## src/rtl/stopwatch_ctrl.sv

```systemverilog
// ---------------------------------------------------------------------------
// stopwatch_ctrl
//   Run/pause/lap/clear sequencer for a centisecond stopwatch counter.
//   Debounces the start/stop and lap/clear buttons, generates the count
//   strobe while running, issues the counter clear and freezes a lap time
//   on the display outputs.
//
// Ports
//   clk          system clock, all logic on posedge
//   rst          asynchronous active-high reset
//   btn_ss       raw start/stop button (async, active-high)
//   btn_lap      raw lap/clear button (async, active-high)
//   minute_in    live minute from the counter
//   second_in    live second from the counter
//   msecond_in   live centisecond from the counter
//   tick_out     1-cycle count strobe to the counter
//   clr_n        counter clear, active-low
//   disp_minute  displayed minute (live or lap)
//   disp_second  displayed second (live or lap)
//   disp_msec    displayed centisecond (live or lap)
//   running      high in RUN or LAP
//   lap_active   high in LAP (display frozen)
//
// Parameters
//   TICK_DIV     clk cycles per count strobe (>= 2)
//   DEB_LEN      consecutive equal synchronised samples needed to accept a
//                new button level (>= 1)
// ---------------------------------------------------------------------------

// ---------------------------------------------------------------------------
// stopwatch_ctrl_debounce
//   Two-flop synchroniser, stability down-counter and rising-edge pulse.
//   The accepted level flips once DEB_LEN consecutive synchronised samples
//   disagree with it; press is a registered 1-cycle pulse on a 0->1 flip,
//   so a raw edge shows up as press 2 + DEB_LEN + 1 cycles later.
//
// Ports
//   clk    system clock
//   rst    asynchronous active-high reset
//   btn    raw button input
//   press  1-cycle pulse per accepted press
// ---------------------------------------------------------------------------
module stopwatch_ctrl_debounce #(
    parameter int DEB_LEN = 250000
) (
    input  logic clk,
    input  logic rst,
    input  logic btn,
    output logic press
);

    localparam int CW = (DEB_LEN > 1) ? $clog2(DEB_LEN) : 1;
    localparam logic [CW-1:0] RELOAD = CW'(DEB_LEN - 1);

    logic          sync1;
    logic          sync2;
    logic          level;
    logic          level_q;
    logic [CW-1:0] stable_cnt;

    always_ff @(posedge clk or posedge rst) begin
        if (rst) begin
            sync1 <= 1'b0;
            sync2 <= 1'b0;
        end else begin
            sync1 <= btn;
            sync2 <= sync1;
        end
    end

    // Any sample agreeing with the accepted level restarts the count, so only
    // an unbroken run of DEB_LEN disagreeing samples reaches terminal count.
    always_ff @(posedge clk or posedge rst) begin
        if (rst) begin
            level      <= 1'b0;
            stable_cnt <= RELOAD;
        end else if (sync2 == level) begin
            stable_cnt <= RELOAD;
        end else if (stable_cnt == '0) begin
            level      <= sync2;
            stable_cnt <= RELOAD;
        end else begin
            stable_cnt <= stable_cnt - 1'b1;
        end
    end

    always_ff @(posedge clk or posedge rst) begin
        if (rst) begin
            level_q <= 1'b0;
            press   <= 1'b0;
        end else begin
            level_q <= level;
            press   <= level & ~level_q;
        end
    end

endmodule

// ---------------------------------------------------------------------------
// FSM states
//   state    | meaning
//   ---------+--------------------------------------------------------------
//   ST_IDLE  | stopped and cleared, prescaler at 0, display live
//   ST_RUN   | counting, ticks issued, display live
//   ST_LAP   | counting, ticks issued, display frozen on lap registers
//   ST_PAUSE | stopped, prescaler holds its partial interval, display live
// ---------------------------------------------------------------------------
module stopwatch_ctrl #(
    parameter int TICK_DIV = 500000,
    parameter int DEB_LEN  = 250000
) (
    input  logic       clk,
    input  logic       rst,
    input  logic       btn_ss,
    input  logic       btn_lap,
    input  logic [7:0] minute_in,
    input  logic [7:0] second_in,
    input  logic [7:0] msecond_in,
    output logic       tick_out,
    output logic       clr_n,
    output logic [7:0] disp_minute,
    output logic [7:0] disp_second,
    output logic [7:0] disp_msec,
    output logic       running,
    output logic       lap_active
);

    localparam int PW = (TICK_DIV > 2) ? $clog2(TICK_DIV) : 1;
    localparam logic [PW-1:0] PRE_LAST = PW'(TICK_DIV - 1);

    typedef enum logic [1:0] {
        ST_IDLE  = 2'd0,
        ST_RUN   = 2'd1,
        ST_LAP   = 2'd2,
        ST_PAUSE = 2'd3
    } state_t;

    state_t        state;
    state_t        state_nxt;
    logic          ss_press;
    logic          lap_press;
    logic          clr_req;
    logic          lap_cap;
    logic          counting;
    logic [PW-1:0] pre_cnt;
    logic [7:0]    lap_minute;
    logic [7:0]    lap_second;
    logic [7:0]    lap_msec;

    stopwatch_ctrl_debounce #(.DEB_LEN(DEB_LEN)) u_deb_ss (
        .clk   (clk),
        .rst   (rst),
        .btn   (btn_ss),
        .press (ss_press)
    );

    stopwatch_ctrl_debounce #(.DEB_LEN(DEB_LEN)) u_deb_lap (
        .clk   (clk),
        .rst   (rst),
        .btn   (btn_lap),
        .press (lap_press)
    );

    always_ff @(posedge clk or posedge rst) begin
        if (rst) begin
            state <= ST_IDLE;
        end else begin
            state <= state_nxt;
        end
    end

    // Start/stop is checked first in every state, so a lap press landing in
    // the same cycle is simply dropped.
    always_comb begin
        state_nxt = state;
        clr_req   = 1'b0;
        lap_cap   = 1'b0;
        case (state)
            ST_IDLE: begin
                if (ss_press) begin
                    state_nxt = ST_RUN;
                end
            end
            ST_RUN: begin
                if (ss_press) begin
                    state_nxt = ST_PAUSE;
                end else if (lap_press) begin
                    state_nxt = ST_LAP;
                    lap_cap   = 1'b1;
                end
            end
            ST_LAP: begin
                if (ss_press) begin
                    state_nxt = ST_PAUSE;
                end else if (lap_press) begin
                    state_nxt = ST_RUN;
                end
            end
            ST_PAUSE: begin
                if (ss_press) begin
                    state_nxt = ST_RUN;
                end else if (lap_press) begin
                    state_nxt = ST_IDLE;
                    clr_req   = 1'b1;
                end
            end
            default: begin
                state_nxt = ST_IDLE;
            end
        endcase
    end

    assign counting = (state == ST_RUN) || (state == ST_LAP);

    // clr_n resets low so the counter is held clear through reset and is
    // released on the first edge afterwards.
    always_ff @(posedge clk or posedge rst) begin
        if (rst) begin
            clr_n <= 1'b0;
        end else begin
            clr_n <= ~clr_req;
        end
    end

    always_ff @(posedge clk or posedge rst) begin
        if (rst) begin
            lap_minute <= 8'd0;
            lap_second <= 8'd0;
            lap_msec   <= 8'd0;
        end else if (lap_cap) begin
            lap_minute <= minute_in;
            lap_second <= second_in;
            lap_msec   <= msecond_in;
        end
    end

    // Prescaler only advances while counting; in PAUSE it keeps the partial
    // interval so a resume finishes the interrupted 10 ms slot.
    always_ff @(posedge clk or posedge rst) begin
        if (rst) begin
            pre_cnt  <= '0;
            tick_out <= 1'b0;
        end else if (state_nxt == ST_IDLE) begin
            pre_cnt  <= '0;
            tick_out <= 1'b0;
        end else if (counting) begin
            if (pre_cnt == PRE_LAST) begin
                pre_cnt  <= '0;
                tick_out <= 1'b1;
            end else begin
                pre_cnt  <= pre_cnt + 1'b1;
                tick_out <= 1'b0;
            end
        end else begin
            tick_out <= 1'b0;
        end
    end

    assign running     = counting;
    assign lap_active  = (state == ST_LAP);
    assign disp_minute = lap_active ? lap_minute : minute_in;
    assign disp_second = lap_active ? lap_second : second_in;
    assign disp_msec   = lap_active ? lap_msec   : msecond_in;

endmodule

```

## config.mk

```make
export PLATFORM = sky130hd
export DESIGN_NAME = stopwatch_ctrl
export DESIGN_NICKNAME = d
export VERILOG_FILES = /design/src/rtl/stopwatch_ctrl.sv
export SDC_FILE = /design/constraint.sdc
export NUM_CORES = 1
export LEC_CHECK = 0
export BUFFER_PORTS_ARGS = -buffer_cell sky130_fd_sc_hd__buf_2
export CAP_MARGIN = 10
export CORE_MARGIN = 4
export CORE_UTILIZATION = 60
export DETAILED_ROUTE_END_ITERATION = 8
export GPL_ROUTABILITY_DRIVEN = 0
export PLACE_DENSITY = 0.9
export SLEW_MARGIN = 20
export SYNTH_ARGS = -nofsm -noshare
export SYNTH_HDL_FRONTEND = slang
export SYNTH_SLANG_ARGS = --single-unit
export TNS_END_PERCENT = 50
```

## constraint.sdc

```tcl
create_clock -name clk -period 5.1 [get_ports clk]
set_clock_uncertainty 0.1 [all_clocks]
set_input_delay 0.765 -clock clk [delete_from_list [all_inputs] [get_ports clk]]
set_output_delay 0.765 -clock clk [all_outputs]
set_load 0.02 [all_outputs]
```

==> results_dict.tcl, run 1 <==
set metrics [dict create \
    synth_fp_nets 451 \
    htreeDepth 3 \
    worstPathRequired_ns 4.24 \
    gr-usage-all-layers_pct 21.9 \
    fin_crit_sh_pct 57.8 \
    totalWireLength_mm 9.42 \
    syn_to_final_growth_pct 13.5 \
    period_needed_ns 2.95 \
    power_switching_uw 325 \
    pwr-share-clk_pct 41.0 \
    hold_start "u_deb_ss.sync1" \
    yosys.area.top_type "dfrtp_1" \
    seq_area_sq_mm 0.00235 \
    die_w_um 95.6 \
    p_comb_share_pct 5.9 \
    ys_seq_area_share_pct 51.1 \
    worst_pin_slew_ns 0.997 \
    n_fill_cell 506 \
    seqPwrFrac_pct 53.1 \
    critical_path_class "flip-flop to output port" \
    rsz0062_at_grt "no" \
    multi_input_area_sq_mm 0.00215 \
    cts_resized 0 \
    grt_pass1_vias 3493 \
    relSlewSlack_pct 33.4 \
    core_area_sq_mm 0.00737 \
    clk_pin_slew_ns 0.09 \
    timing.final.hold_violations 0 \
    synth_edf_count 0 \
    cts_buffers 9 \
    clkSinkCount 93 \
    grt_use_met2_pct 37.3 \
    max_cap_violations 0 \
    async_flop_share_pct 100 \
    setup_viol 0 \
    status "complete, no violations" \
    cpPeakStageDelay_ns 0.59 \
    layout_commonest_cell "dfrtp_1" \
    crit_path_max_fanout 27 \
    dominantRegCellSynth "dfrtp_1" \
    place_ws_ns 2.20 \
    most-common-layout-cells "73 x dfrtp_1, 55 x buf_2, 51 x mux2_2, 29 x nand2_1, 28 x nor2_1" \
    post-route-drc-count 0 \
    synthCells 416 \
    grtUsageMet1_pct 27.1 \
    syn_area_sq_mm 0.00460 \
    drt_first_pass_iters 4 \
    startpoint_type "flip-flop" \
    synth-seq-cells 93 \
    post-cts-setup-buffer-count 0 \
    synthTopCellsByArea "dfrtp_1 40%, mux2_2 12%, dfstp_2 11%" \
    drtIter0Drc 183 \
    synth_top_area_share_pct 39.7 \
    worstSetupEndpointType "output port" \
    p_int_mw 1.12 \
    grt_antenna_before_repair 0 \
    ios 56 \
    worstReg2RegStart "state[0]" \
    fin_tns_setup_ns 0 \
    path_cells "inv_1, ha_2, mux2_2, buf_2" \
    synth_warnings 0 \
    routed-via-count 3468 \
    leakagePower_nw 2.10 \
    die_h_um 95.6 \
    yosysUniqueCellTypes 47 \
    nNetsFinal 508 \
    syn_area_per_cell_sq_um 11.1 \
    ff2ff_setup_slack_ns 2.51 \
    grt_max_degree 50 \
    drtAntennaViolNets 0 \
    start_util_pct 62.4 \
    min_path_type "flip-flop to flip-flop" \
    power.density_mw_per_mm2 276 \
    startpoint "state[0]" \
    grt.overflow.total 0 \
    routedWlPerCell_um 16.3 \
    cp_data_arrival_time_ns 2.09 \
    cts_max_path_buffers 2 \
    crit_slowest_cell "ha_2" \
    swShare_pct 22.5 \
    grt_pass1_wl_mm 15.8 \
    power_mw 1.44 \
    die_area_sq_mm 0.00913 \
    drive_gt1_share_pct 32.6 \
    fmax_mhz 339 \
    cts_hold_buf 0 \
    portBuffers 55 \
    cts_tree "done" \
    final_max_slew_viol_count 0 \
    top_usage_layer "met2" \
    row_count 31 \
    antenna_cells 0 \
    vdd_drop_max_v 0.000182 \
    via_per_inst 6.01 \
    insertion_delay_ns 0.36 \
    fin_ws_ns 2.15 \
    use_met3_pct 5.21 \
    clockRootBuffer "clkbuf_8" \
    dp_hpwl_mm 6.31 \
]
[power groups by stage]
| stage | sequential [mW] | clock [mW] | combinational (mW) |
|---|---|---|---|
| final | 0.766 | 0.591 | 0.0858 |
| after global routing | 0.768 | 0.637 | 0.0956 |
| after global placement | 0.778 | 0 | 0.0833 |
| after detailed placement | 0.779 | 0 | 0.0866 |
| after CTS | 0.766 | 0.601 | 0.0876 |
| after floorplan | 0.776 | 0 | 0.0552 |
[per-layer routing]
metal	up-vias	part of all wire, %
met5	-	0
met1	1724	42
met2	92	51
li1	1626	-
met3	26	4.5
met4	0	2.4
[cell type report]
cell class	count	area share, %
flip-flops and latches	93	45.1
multi-input cells	297	41.2
clock buffers	9	2.37
repair buffers	57	5.56
clock inverters	7	2.35
well taps	99	2.37
inverters	15	1.10
[metrics by stage]
stage / hold slack [ns] / cells / instance area, sq um / utilization (%)
floorplan: 0.231 / 416 / 4600 / -
global placement: 0.238 / 561 / 4970 / 67.5
detailed placement: 0.237 / 561 / 4970 / 67.5
CTS: 0.258 / 577 / 5220 / 70.8
global route: 0.270 / 577 / 5220 / 70.8
finish: 0.257 / 577 / 5220 / 70.8
[Yosys cell counts (all sizes together), types with 2 or more instances]
library cell,number
or2,2
nand2b,6
nor3,16
dfrtp,73
o211ai,2
buf,5
o31ai,6
a211oi,4
or4,10
nand4b,4
nor2,29
ha,7
or3,8
clkbuf,6
nand2,29
o21ai,13
nand4,9
nand3b,2
o31a,3
a21oi,9
xnor2,16
or3b,3
inv,15
o41ai,4
nor2b,6
nor4,13
dfstp,20
nand3,19
or4b,3
mux2,51
xor2,14
[worst paths after layout]
path,depth (start not counted),end
setup / recovery,4,disp_second[1]
max in group asynchronous,3,pre_cnt[15]
hold / removal,0,u_deb_ss.sync2
setup reg to reg,6,pre_cnt[17]
hold reg to reg,0,u_deb_ss.sync2
min in group asynchronous,2,u_deb_lap.stable_cnt[6]
[flip-flops by register name, indices dropped and copies added, names as in the netlist]
register              flops
state                     2
u_deb_lap.sync1           1
u_deb_ss.stable_cnt      18
u_deb_lap.level           1
u_deb_ss.level            1
u_deb_ss.press            1
tick_out                  1
lap_minute                8
u_deb_ss.sync2            1
clr_n                     1
u_deb_lap.stable_cnt     18
u_deb_lap.level_q         1
u_deb_lap.press           1
lap_second                8
u_deb_ss.level_q          1
pre_cnt                  19
lap_msec                  8
u_deb_ss.sync1            1
u_deb_lap.sync2           1
[logic make-up (layout without fill, tap and decap cells)]
group | count (synthesis) | in the layout | share of synthesized area [%]
simple gates | 161 | 161 | 19.4
flops | 93 | 93 | 51.1
mux | 52 | 52 | 12.7
compound gates | 47 | 47 | 7.02
xor+xnor | 30 | 30 | 5.71
buf+inv | 26 | 88 | 2.18
fa+ha+maj | 7 | 7 | 1.90
[critical path: cells and delay by family (launching register included)]
| family | cells | cell delay [ns] |
|---|---|---|
| buffers and inverters | 2 | 0.28 |
| multiplexers | 1 | 0.42 |
| adder cells (fa/ha/maj) | 1 | 0.59 |
| flip-flops | 1 | 0.44 |
Note: power is estimated with default switching activity, not from simulation.
==> inputs of run 2 (changes only) <==
--- a/config.mk
+++ b/config.mk
@@ -8,10 +8,10 @@
 export BUFFER_PORTS_ARGS = -buffer_cell sky130_fd_sc_hd__buf_2
 export CAP_MARGIN = 10
 export CORE_MARGIN = 4
-export CORE_UTILIZATION = 60
+export CORE_UTILIZATION = 52
 export DETAILED_ROUTE_END_ITERATION = 8
 export GPL_ROUTABILITY_DRIVEN = 0
-export PLACE_DENSITY = 0.9
+export PLACE_DENSITY = 0.83
 export SLEW_MARGIN = 20
 export SYNTH_ARGS = -nofsm -noshare
 export SYNTH_HDL_FRONTEND = slang
==> constraint.sdc (replaced) <==
create_clock -name clk -period 2.6 [get_ports clk]
set_clock_uncertainty 0.1 [all_clocks]
set_input_delay 0.39 -clock clk [delete_from_list [all_inputs] [get_ports clk]]
set_output_delay 0.39 -clock clk [all_outputs]
set_load 0.02 [all_outputs]
==> results_dict.tcl, run 2 (same netlist as run 1, synthesis figures left out) <==
set metrics [dict create \
    fin_tns_setup_ns 0 \
    routedWlPerCell_um 15.5 \
    top_regs "pre_cnt: 19 flops, u_deb_lap.stable_cnt: 18 flops, u_deb_ss.stable_cnt: 18 flops" \
    fin_util_pct 61.0 \
    drt_first_pass_iters 4 \
    row_count 34 \
    cpPeakStageDelay_ns 0.44 \
    cp_data_arrival_time_ns 1.92 \
    top_register "pre_cnt" \
    n_fill_cell 681 \
    rsz0062_at_grt "no" \
    min_path_type "primary input to flip-flop" \
    multi_input_area_sq_mm 0.00215 \
    fin_crit_sh_pct 92.8 \
    top_usage_layer "met2" \
    worstSetupEndpointType "output port" \
    startpoint_type "flip-flop" \
    clk_pin_slew_ns 0.09 \
    drtAntennaViolNets 0 \
    startpoint "state[0]" \
    clkSinkCount 93 \
    relSlewSlack_pct 59.1 \
    place_area_sq_mm 0.00504 \
    max_cap_violations 0 \
    vdd_drop_max_v 0.000309 \
    hold_start "btn_lap" \
    worst_pin_slew_ns 0.610 \
    final_max_slew_viol_count 0 \
    grt_antenna_before_repair 0 \
    grt_pass1_wl_mm 15.8 \
    htreeDepth 3 \
    die_w_um 102 \
    power_mw 2.83 \
    cts_buffers 9 \
    setup_viol 0 \
    worstReg2RegStart "state[1]" \
    leakagePower_nw 2.13 \
    portBuffers 55 \
    use_met3_pct 2.53 \
    largest_reg_flops 19 \
    syn_to_final_growth_pct 15.1 \
    cts_max_path_buffers 2 \
    fin_area_sq_mm 0.00530 \
    die_h_um 102 \
    grtUsageMet1_pct 23.4 \
    post-route-drc-count 0 \
    nNetsFinal 514 \
    crit_path_max_fanout 16 \
    status "complete, no violations" \
    via_per_inst 5.75 \
    grt.overflow.total 0 \
    timing.final.hold_violations 0 \
    crit_buf_inv 3 \
    most-common-layout-cells "73 x dfrtp_1, 55 x buf_2, 51 x mux2_2, 29 x nand2_1, 28 x nor2_1" \
    cts_tree "done" \
    antenna_cells 0 \
    routed-via-count 3406 \
    period_needed_ns 2.41 \
    path_cells "inv_1, ha_1, buf_4, mux2_2, buf_2" \
    insertion_delay_ns 0.36 \
    path_delay_family "buffers and inverters" \
    clockRootBuffer "clkbuf_8" \
    start_util_pct 53.0 \
    core_area_sq_mm 0.00868 \
    gr-usage-all-layers_pct 18.8 \
    grt_use_met2_pct 33.1 \
    grt_pass1_vias 3505 \
    layout_commonest_cell "dfrtp_1" \
    drive_gt1_share_pct 33.3 \
    seq_area_sq_mm 0.00235 \
    dp_hpwl_mm 6.40 \
    crit_slowest_cell "dfrtp_1" \
    grt_max_degree 75 \
    die_area_sq_mm 0.0104 \
    power.density_mw_per_mm2 534 \
    worstPathRequired_ns 2.11 \
    fmax_mhz 415 \
    drtIter0Drc 137 \
    critical_path_class "flip-flop to output port" \
    totalWireLength_mm 9.18 \
    ios 56 \
]
[run 2: cell count changes in the layout (fill, tap and decap cells not counted), sizes merged]
cell	change
inv	+1
dlygate4sd3	+1
clkinv	-1
buf	+5
[run 2: power by group]
part / total (mW) / internal [mW] / switching (mW)
clock: 1.16 / 0.644 / 0.512
sequential: 1.50 / 1.48 / 0.0185
combinational: 0.173 / 0.0716 / 0.101
[run 2: worst paths after layout]
| check | endpoint | slack, ns | cells past startpoint |
|---|---|---|---|
| min in group asynchronous | lap_second[5] | 0.50 | 3 |
| max reg2reg | pre_cnt[16] | 0.24 | 6 |
| max | disp_second[3] | 0.19 | 5 |
| max in group asynchronous | u_deb_ss.stable_cnt[14] | 1.15 | 4 |
| min | u_deb_lap.sync1 | 0.04 | 1 |
| min reg2reg | u_deb_ss.sync2 | 0.25 | 0 |
[run 2: final cells by class]
type / count / area share (%)
timing repair buffer: 63 / 6.61
clock inverter: 7 / 2.27
clock buffer: 9 / 2.34
sequential: 93 / 44.4
multi-input combinational: 297 / 40.7
inverter: 15 / 1.13
tap: 108 / 2.55
[run 2: per-stage QoR]
stage               cells  setup WS, ns  hold slack (ns)
floorplan             416         0.284            0.231
global placement      575         0.407            0.239
detailed placement    575         0.307            0.235
CTS                   592         0.183           0.0249
global route          592        0.0441           0.0248
finish                592         0.188           0.0378
[run 2: metal layers]
| layer | up-vias | share of wire (%) |
|---|---|---|
| met1 | 1688 | 44 |
| met2 | 70 | 50 |
| li1 | 1634 | - |
| met4 | 0 | 2.0 |
| met5 | - | 0 |
| met3 | 14 | 3.4 |
[run 2: what timing repair did]
| item | in CTS | in global routing |
|---|---|---|
| gates resized for setup | 0 | 1 |
| hold buffers | 1 | 0 |
| setup endpoints to repair | 0 | 1 |
| buffers inserted | 0 | 0 |
| endpoints found under the hold margin | 14 | 0 |
==> inputs of run 3 (changes only) <==
--- a/config.mk
+++ b/config.mk
@@ -5,7 +5,7 @@
 export SDC_FILE = /design/constraint.sdc
 export NUM_CORES = 1
 export LEC_CHECK = 0
-export BUFFER_PORTS_ARGS = -buffer_cell sky130_fd_sc_hd__buf_2
+export BUFFER_PORTS_ARGS = -buffer_cell sky130_fd_sc_hd__clkbuf_2
 export CAP_MARGIN = 10
 export CORE_MARGIN = 4
 export CORE_UTILIZATION = 52
==> results_dict.tcl, run 3 (same netlist as run 1, synthesis figures left out) <==
set metrics [dict create \
    status "complete, no violations" \
    htreeDepth 3 \
    routed-via-count 3377 \
    fmax_mhz 423 \
    cts_hold_buf 0 \
    start_util_pct 53.0 \
    power_mw 2.62 \
    top_regs "pre_cnt: 19 flops, u_deb_lap.stable_cnt: 18 flops, u_deb_ss.stable_cnt: 18 flops" \
    crit_path_max_fanout 17 \
    worstPathRequired_ns 2.11 \
    top_register "pre_cnt" \
    die_w_um 102 \
    power_switching_uw 616 \
    clk_pin_slew_ns 0.09 \
    fin_crit_sh_pct 91.0 \
    pwr-share-clk_pct 36.1 \
    cts_max_path_buffers 2 \
    drive_gt1_share_pct 33.0 \
    portBuffers 55 \
    cp_data_arrival_time_ns 1.88 \
    place_area_sq_mm 0.00505 \
    post-route-drc-count 0 \
    setup_viol 0 \
    period_needed_ns 2.37 \
    worstReg2RegStart "state[0]" \
    endpoint "disp_second[6]" \
    fin_tns_setup_ns 0 \
    power.density_mw_per_mm2 499 \
    antenna_cells 0 \
    p_comb_share_pct 6.6 \
    row_count 34 \
    placed_cells 577 \
    startpoint "state[0]" \
    relSlewSlack_pct 55.0 \
    cts_resized 0 \
    cts_buffers 9 \
    core_area_sq_mm 0.00868 \
    swShare_pct 23.5 \
    via_per_inst 5.69 \
    min_path_type "primary input to async pin" \
    insertion_delay_ns 0.35 \
    path_delay_family "buffers and inverters" \
    final_max_slew_viol_count 0 \
    totalWireLength_mm 8.87 \
    cpPeakStageDelay_ns 0.43 \
    instances_no_fill 593 \
    syn_to_final_growth_pct 14.0 \
    vdd_drop_max_v 0.000272 \
    grt_pass1_wl_mm 15.2 \
    worst_pin_slew_ns 0.673 \
    ios 56 \
    rsz0062_at_grt "no" \
    crit_buf_inv 3 \
    layout_commonest_cell "dfrtp_1" \
    worstSetupEndpointType "output port" \
    rr_worst_depth 6 \
    cts_tree "done" \
    crit_slowest_cell "dfrtp_1" \
    drtIter0Drc 124 \
    reg2reg_to "pre_cnt[18]" \
    clockRootBuffer "clkbuf_8" \
    grt_max_degree 47 \
    drtAntennaViolNets 0 \
    grt_antenna_before_repair 0 \
    gr-usage-all-layers_pct 18.1 \
    grt.overflow.total 0 \
    seqPwrFrac_pct 57.4 \
    grt_pass1_vias 3414 \
    cp_num_cells 5 \
    die_area_sq_mm 0.0104 \
    largest_reg_flops 19 \
    post-cts-setup-buffer-count 0 \
    die_h_um 102 \
    drt_first_pass_iters 4 \
    nNetsFinal 515 \
    routedWlPerCell_um 15.0 \
    leakagePower_nw 2.11 \
    ff2ff_setup_slack_ns 0.32 \
    most-common-layout-cells "73 x dfrtp_1, 55 x clkbuf_2, 51 x mux2_2, 29 x nand2_1, 28 x nor2_1" \
    clkSinkCount 93 \
    timing.final.hold_violations 0 \
    fin_area_sq_mm 0.00524 \
    startpoint_type "flip-flop" \
    dp_hpwl_mm 6.32 \
    p_int_mw 2.00 \
    critical_path_class "flip-flop to output port" \
    path_cells "inv_1, ha_1, buf_4, mux2_2, clkbuf_2" \
    max_cap_violations 0 \
]
[run 3: cell types whose count changed in the layout (fill, tap and decap cells not counted), sizes merged]
cell / previous run / this run
buf: 62 / 9
bufinv: 3 / 1
clkinvlp: 2 / 4
inv: 16 / 14
clkbuf: 9 / 66
dlygate4sd3: 1 / 0
[run 3: final cells by class]
| class | count | area (sq um) |
|---|---|---|
| well taps | 108 | 135 |
| clock buffers | 11 | 131 |
| flip-flops and latches | 93 | 2350 |
| clock inverters | 5 | 61.3 |
| multi-input cells | 297 | 2150 |
| repair buffers | 64 | 355 |
| fillers | 689 | 3430 |
| inverters | 15 | 60.1 |
[run 3: metal layers]
| metal | share of wire (%) | GRT usage, % |
|---|---|---|
| met3 | 4.3 | 3.34 |
| met4 | 2.3 | 7.67 |
| met2 | 50 | 32.2 |
| met1 | 43 | 21.5 |
| met5 | 0 | 0 |
[run 3: power groups by stage]
stage               Sequential (mW)  Clock (mW)  Combinational, mW
floorplan                      1.52           0              0.109
global placement               1.53           0              0.170
detailed placement             1.53           0              0.176
CTS                            1.50       0.964              0.177
global route                   1.51        1.03              0.195
finish                         1.50       0.943              0.172
[run 3: worst min-delay path by stage]
| stage | start | endpoint | slack, ns | cells after the start |
|---|---|---|---|---|
| 2_1_floorplan | u_deb_lap.sync1 | u_deb_lap.sync2 | 0.23 | 0 |
| 3_3_place_gp | u_deb_ss.sync1 | u_deb_ss.sync2 | 0.24 | 0 |
| 3_5_place_dp | u_deb_ss.sync1 | u_deb_ss.sync2 | 0.24 | 0 |
| 4_1_cts | rst | lap_minute[4] | 0.03 | 2 |
| 5_1_grt | btn_lap | u_deb_lap.sync1 | 0.03 | 1 |
| 6_report | rst | lap_minute[6] | 0.02 | 2 |
[run 3: worst register-to-register path: stages, from the launching register on]
cell and delay (ns):
dfrtp_1 0.41, inv_1 0.08, ha_1 0.48, nand3_1 0.11
or4_1 0.46, or3_1 0.33, a211oi_1 0.23
[run 3: stage by stage]
stage               utilization (%)  hold WS, ns  setup WS [ns]
global route                   60.4       0.0338          0.129
floorplan                         -        0.231          0.284
CTS                            60.4       0.0328          0.209
finish                         60.4       0.0155          0.234
global placement               58.2        0.238          0.404
detailed placement             58.2        0.236          0.313
